File: src/rtl/req_join_ctrl.sv
// Four-phase request join: collects reqNumber requests, fires one joined fin, then drains acks.
// Optional COLLECT timeout abort enabled by defining REQ_JOIN_TIMEOUT_EN.
module req_join_ctrl #(
    parameter int reqNumber      = 3,
    parameter int TIMEOUT_CYCLES = 255
) (
    input  logic                               clk,
    input  logic                               rst,
    input  logic [reqNumber-1:0]               reqs,
    output logic [reqNumber-1:0]               acks,
    output logic                               fin,
    input  logic                               finAck,
    output logic [$clog2(reqNumber+1)-1:0]     pendingCount,
    output logic                               err
);

    localparam int PW = $clog2(reqNumber + 1);

    if (reqNumber < 1 || reqNumber > 16) begin : g_bad_req_number
        $error("req_join_ctrl: reqNumber out of range 1..16");
    end
    if (TIMEOUT_CYCLES < 1 || TIMEOUT_CYCLES > 65535) begin : g_bad_timeout
        $error("req_join_ctrl: TIMEOUT_CYCLES out of range 1..65535");
    end

    typedef enum logic [1:0] {
        COLLECT = 2'd0,
        FIRE    = 2'd1,
        DRAIN   = 2'd2
    } state_e;

    state_e               state_q, state_d;
    logic [reqNumber-1:0] captured_q, captured_d;
    logic [reqNumber-1:0] acks_q, acks_d;
    logic                 fin_q, fin_d;
    logic [PW-1:0]        pcount_q, pcount_d;
    logic                 err_q, err_d;
    logic                 tmo_hit;
    logic [reqNumber-1:0] merged;

`ifdef REQ_JOIN_TIMEOUT_EN
    localparam int TW = $clog2(TIMEOUT_CYCLES + 1);
    logic [TW-1:0] tmo_cnt_q, tmo_cnt_d;

    // Counts only while a transaction is partially collected; completion wins over timeout.
    always_comb begin
        tmo_cnt_d = '0;
        tmo_hit   = 1'b0;
        if (state_q == COLLECT && captured_q != '0 && !(&merged)) begin
            tmo_cnt_d = tmo_cnt_q + TW'(1);
            tmo_hit   = (tmo_cnt_q == TW'(TIMEOUT_CYCLES - 1));
        end
    end

    always_ff @(posedge clk) begin
        if (rst) tmo_cnt_q <= '0;
        else     tmo_cnt_q <= tmo_cnt_d;
    end
`else
    assign tmo_hit = 1'b0;
`endif

    assign merged = captured_q | reqs;

    always_comb begin
        state_d    = state_q;
        captured_d = captured_q;
        acks_d     = acks_q;
        fin_d      = fin_q;
        err_d      = 1'b0;
        case (state_q)
            COLLECT: begin
                captured_d = merged;
                acks_d     = '0;
                fin_d      = 1'b0;
                if (&merged) begin
                    state_d = FIRE;
                    fin_d   = 1'b1;
                end else if (tmo_hit) begin
                    // Abort: acknowledge whoever arrived, never fire.
                    state_d = DRAIN;
                    acks_d  = merged;
                    err_d   = 1'b1;
                end
            end
            FIRE: begin
                if (finAck) begin
                    state_d = DRAIN;
                    fin_d   = 1'b0;
                    acks_d  = '1;
                end
            end
            DRAIN: begin
                // AND-only update: a re-raised request cannot be re-captured here.
                captured_d = captured_q & reqs;
                acks_d     = acks_q & reqs;
                fin_d      = 1'b0;
                if (captured_d == '0 && !finAck) state_d = COLLECT;
            end
            default: begin
                state_d    = COLLECT;
                captured_d = '0;
                acks_d     = '0;
                fin_d      = 1'b0;
            end
        endcase
    end

    always_comb begin
        pcount_d = '0;
        for (int i = 0; i < reqNumber; i++) pcount_d = pcount_d + PW'(captured_d[i]);
    end

    always_ff @(posedge clk) begin
        if (rst) begin
            state_q    <= COLLECT;
            captured_q <= '0;
            acks_q     <= '0;
            fin_q      <= 1'b0;
            pcount_q   <= '0;
            err_q      <= 1'b0;
        end else begin
            state_q    <= state_d;
            captured_q <= captured_d;
            acks_q     <= acks_d;
            fin_q      <= fin_d;
            pcount_q   <= pcount_d;
            err_q      <= err_d;
        end
    end

    assign acks         = acks_q;
    assign fin          = fin_q;
    assign pendingCount = pcount_q;
    assign err          = err_q;

endmodule

File: config.mk
export PLATFORM = sky130hd
export DESIGN_NAME = req_join_ctrl
export DESIGN_NICKNAME = d
export VERILOG_FILES = /design/src/rtl/req_join_ctrl.sv
export SDC_FILE = /design/constraint.sdc
export NUM_CORES = 1
export LEC_CHECK = 0
export BUFFER_PORTS_ARGS = -buffer_cell sky130_fd_sc_hd__buf_2
export CAP_MARGIN = 5
export CORE_MARGIN = 4
export CORE_UTILIZATION = 40
export CTS_CLUSTER_DIAMETER = 100
export CTS_CLUSTER_SIZE = 30
export DETAILED_ROUTE_END_ITERATION = 6
export GPL_TIMING_DRIVEN = 0
export PLACE_DENSITY = 0.73
export SETUP_SLACK_MARGIN = 0.4
export SYNTH_ARGS = -nofsm -noshare
export SYNTH_HDL_FRONTEND = slang
export SYNTH_SLANG_ARGS = --single-unit
File: constraint.sdc
create_clock -name clk -period 3.7 [get_ports clk]
set_input_delay 0.185 -clock clk [delete_from_list [all_inputs] [get_ports clk]]
set_output_delay 0.185 -clock clk [all_outputs]
set_load 0.05 [all_outputs]
==> summary.md <==
| Metric | Value |
|---|---|
| CP Launch Type | `flip-flop` |
| Outcome | `finished, final reports clean` |
| Synthesized area per cell | `8.998 sq um` |
| Max stage delay on crit path | `between 0.4 and 0.5 ns` |
| IO Pins | `13` |
| Drt drc | `0` |
| NumNets Final | `97` |
| Filler Cells Inserted | `135` |
| DR WL/cell | `12.72 um` |
| Total congestion overflow | `0` |
| IO buf count | `11` |
| Met1 wire length | `546 um` |
| Final Hold Viols | `0` |
| P per Cell Area | `roughly 560 nW/um^2` |
| Post-synth top cells | `dfxtp_1, a21oi_1, ha_1` |
| Number of global-route vias before repair | `487` |
| Initial antenna violation count | `0` |
| Switch Pwr | `0.1545 mW` |
| FMAX | `536.4 MHz` |
| Hold Crit Depth | `3` |
| Die H | `47.11 um` |
| Htree depth | `1` |
| Ys flop type | `dfxtp_1` |
| Comb power frac | `approximately two fifths` |
| Area growth syn-to-layout | `16.36%` |
| Worst-path fanout max | `6` |
| Post-synth EDFFs | `0` |
| Drt total wl | `1247 um` |
| Kind of critical path | `flip-flop to flip-flop` |
| Via/cell ratio | `5.316` |
| Total GRT Usage | `13.05%` |
| Async S/R FF share, synth | `0%` |
| Clock Path Buffers | `2` |
| Crit-path leading delay family | `adder cells` |
| CTS sink count | `11` |
| Cts repair resizes | `0` |
| WL met2 | `between 500 and 600 um` |
| Hold_buf cts | `0` |
| Clock power share | `20.9%` |
| # setup viols final | `0` |
| Power consumption | `0.3964 mW` |
| Final estimated routing congestion in global placement | `0.7688` |
| Top-area cell type share of the netlist area | `35.99%` |
| Top layer in use | `met4` |
| CTS tree | `yes` |
| Layout Cells excl Fill | `98` |
| Worst min path class | `primary input to flip-flop` |
| Starting Density | `44.78%` |
| Distinct cells, synth | `28` |
| First-pass GRT wire length | `2007 um` |
| Crit. End Element | `flip-flop` |
| Yosys warning count | `0` |
| Placed insts | `94` |
| CORE AREA | `about 1400 sq um` |
| Die Wd | `about 47 um` |
| Pin count of the biggest net entering global routing | `11` |
| Clock Pin Slew Worst Setup and Hold Paths | `0.07 ns` |
| Most common cell in the netlist | `dfxtp_1` |
| Setup bufs post-CTS | `0` |
| Area leader, netlist | `dfxtp_1` |
| Area contributors post-synth | `dfxtp_1, ha_1, a21oi_1` |
| WP data required | `between 3 and 4 ns` |
| Critical-path cell list | `inv_1, ha_1, a21o_2, nand2_1, a21oi_1, fa_1, nor2b_1` |
| CTS Buf Count | `3` |
| Syn nets | `slightly above 80` |
| DR pass1 iterations | `4` |
| Tmin final | `1.864 ns` |
| Root buf cell | `clkbuf_4` |
| Post-Syn Instances | `between 60 and 70` |
| Detailed placement HPWL | `899.8 um` |
| Reg2Reg Depth | `7` |
| Crit path DAT | `2.01 ns` |
| Synthesized area | `611.8 sq um` |
| DR vias | `521` |
| Worst vdd ir | `0.2865 mV` |
| Clk_lat worst skew | `0.26 ns` |
| Setup Skew | `0.002316 ns` |
| Antenna viol nets, final | `0` |
| Reg power frac | `38.4%` |
| CP max-delay cell | `fa_1` |
| Antenna diodes | `0` |
| Layout cells sized above 1 | `24.10%` |
| Pre-CTS WS | `around 1.9 ns` |
| Sw Ratio | `38.98%` |
| Leak Pwr | `between 0.3 and 0.4 nW` |
| DRT iter0 DRCs | `15` |
| Full die area | `2219 sq um` |
| Levels on crit path | `7` |
| RSZ-0062 raised after global routing | `no` |
| Worst Setup Slack, final | `1.836 ns` |
| Setup TNS | `0 ns` |
| #FFs+latches synth | `11` |
| Post-route core utilization | `~52%` |
| Max Cap Viol | `0` |
| Crit share post-route | `50.38%` |
| Internal power | `0.2419 mW` |
| Wire length on met3 | `88 um` |
| Max Transition Viols Final | `0` |
| Register area share after synthesis | `35.99%` |
| WP buf/inv | `1` |
| Row count | `13` |
## power by group through the flow
stage | clock [mW] | combinational (mW) | sequential (mW)
final | 0.0828 | 0.161 | 0.152
after global routing | 0.0872 | 0.181 | 0.155
after CTS | 0.0860 | 0.161 | 0.152
after detailed placement | 0 | 0.158 | 0.155
after global placement | 0 | 0.157 | 0.154
after floorplan | 0 | 0.0927 | 0.188
## per-layer routing
layer  track usage (%)  up-vias
li1                  -      263
met1             15.37      235
met2             21.41       21
met3             3.831        2
met4             6.630        0
met5                 0        -
## flip-flops by register name, summed over array words and instances, names as in the netlist
signal	cells
state_q	2
fin	1
acks	3
captured_q	3
pendingCount	2
## area by class of cell
cell class	instances	area [sq um]	area share [%]
Buffer	2	11.26	1.582
Tap cell	15	18.77	2.636
Multi-Input combinational cell	53	372.9	52.37
Clock buffer	4	26.28	3.691
Sequential cell	11	220.2	30.93
Inverter	2	7.507	1.054
Timing Repair Buffer	11	55.05	7.733
## cell families (layout without fill, tap and decap cells)
group | Yosys count | in the layout | synth area share, %
multiplexers | 1 | 1 | 1.636
flip-flops | 11 | 11 | 35.99
adder cells (fa/ha/maj) | 7 | 7 | 15.54
buffers and inverters | 4 | 19 | 3.068
AND/OR/NAND/NOR | 23 | 23 | 21.88
other | 1 | 1 | 0.6129
AO/OA/AOI/OAI | 21 | 21 | 21.27
## placed cells by master, fill, tap and decap left out, drive strengths merged
master	instances
buf	12
dfxtp	11
a21oi	8
ha	6
o21ai	6
nor2	5
nor2b	5
clkbuf	5
nand2	3
a21o	3
and3	3
inv	2
nand2b	2
nor4	2
and2b	1
a22oi	1
a21boi	1
o21ba	1
mux2i	1
nand3	1
or3b	1
o31ai	1
fa	1
conb	1
## worst register-to-register path: cells and delay by family (launching register included)
family	cells	cell delay, ns
and+or+nand+nor	2	0.18
DFF	1	0.34
adders and majority gates	2	0.70
AOI/OAI and AO/OA	2	0.39
buffers and inverters	1	0.14
## worst paths after layout
| check | slack [ns] | end | from |
|---|---|---|---|
| worst max register to register | 1.84 | pendingCount[0]$_SDFF_PP0_ | state_q[0]$_SDFFE_PP0P_ |
| worst max-delay path | 1.84 | pendingCount[0]$_SDFF_PP0_ | state_q[0]$_SDFFE_PP0P_ |
| worst min-delay path | 0.23 | state_q[1]$_SDFFE_PP0P_ | rst |
| worst min register to register | 0.47 | acks[0]$_SDFFE_PP0P_ | acks[0]$_SDFFE_PP0P_ |
## metrics by stage
stage                     cell area (sq um)  hold slack (ns)
after floorplan                       611.8           0.3653
after global placement                685.7           0.4576
after detailed placement              685.7           0.4654
after CTS                             711.9           0.2303
after global routing                  711.9           0.2494
final                                 711.9           0.2256
Note: power is estimated with default switching activity, not from simulation.
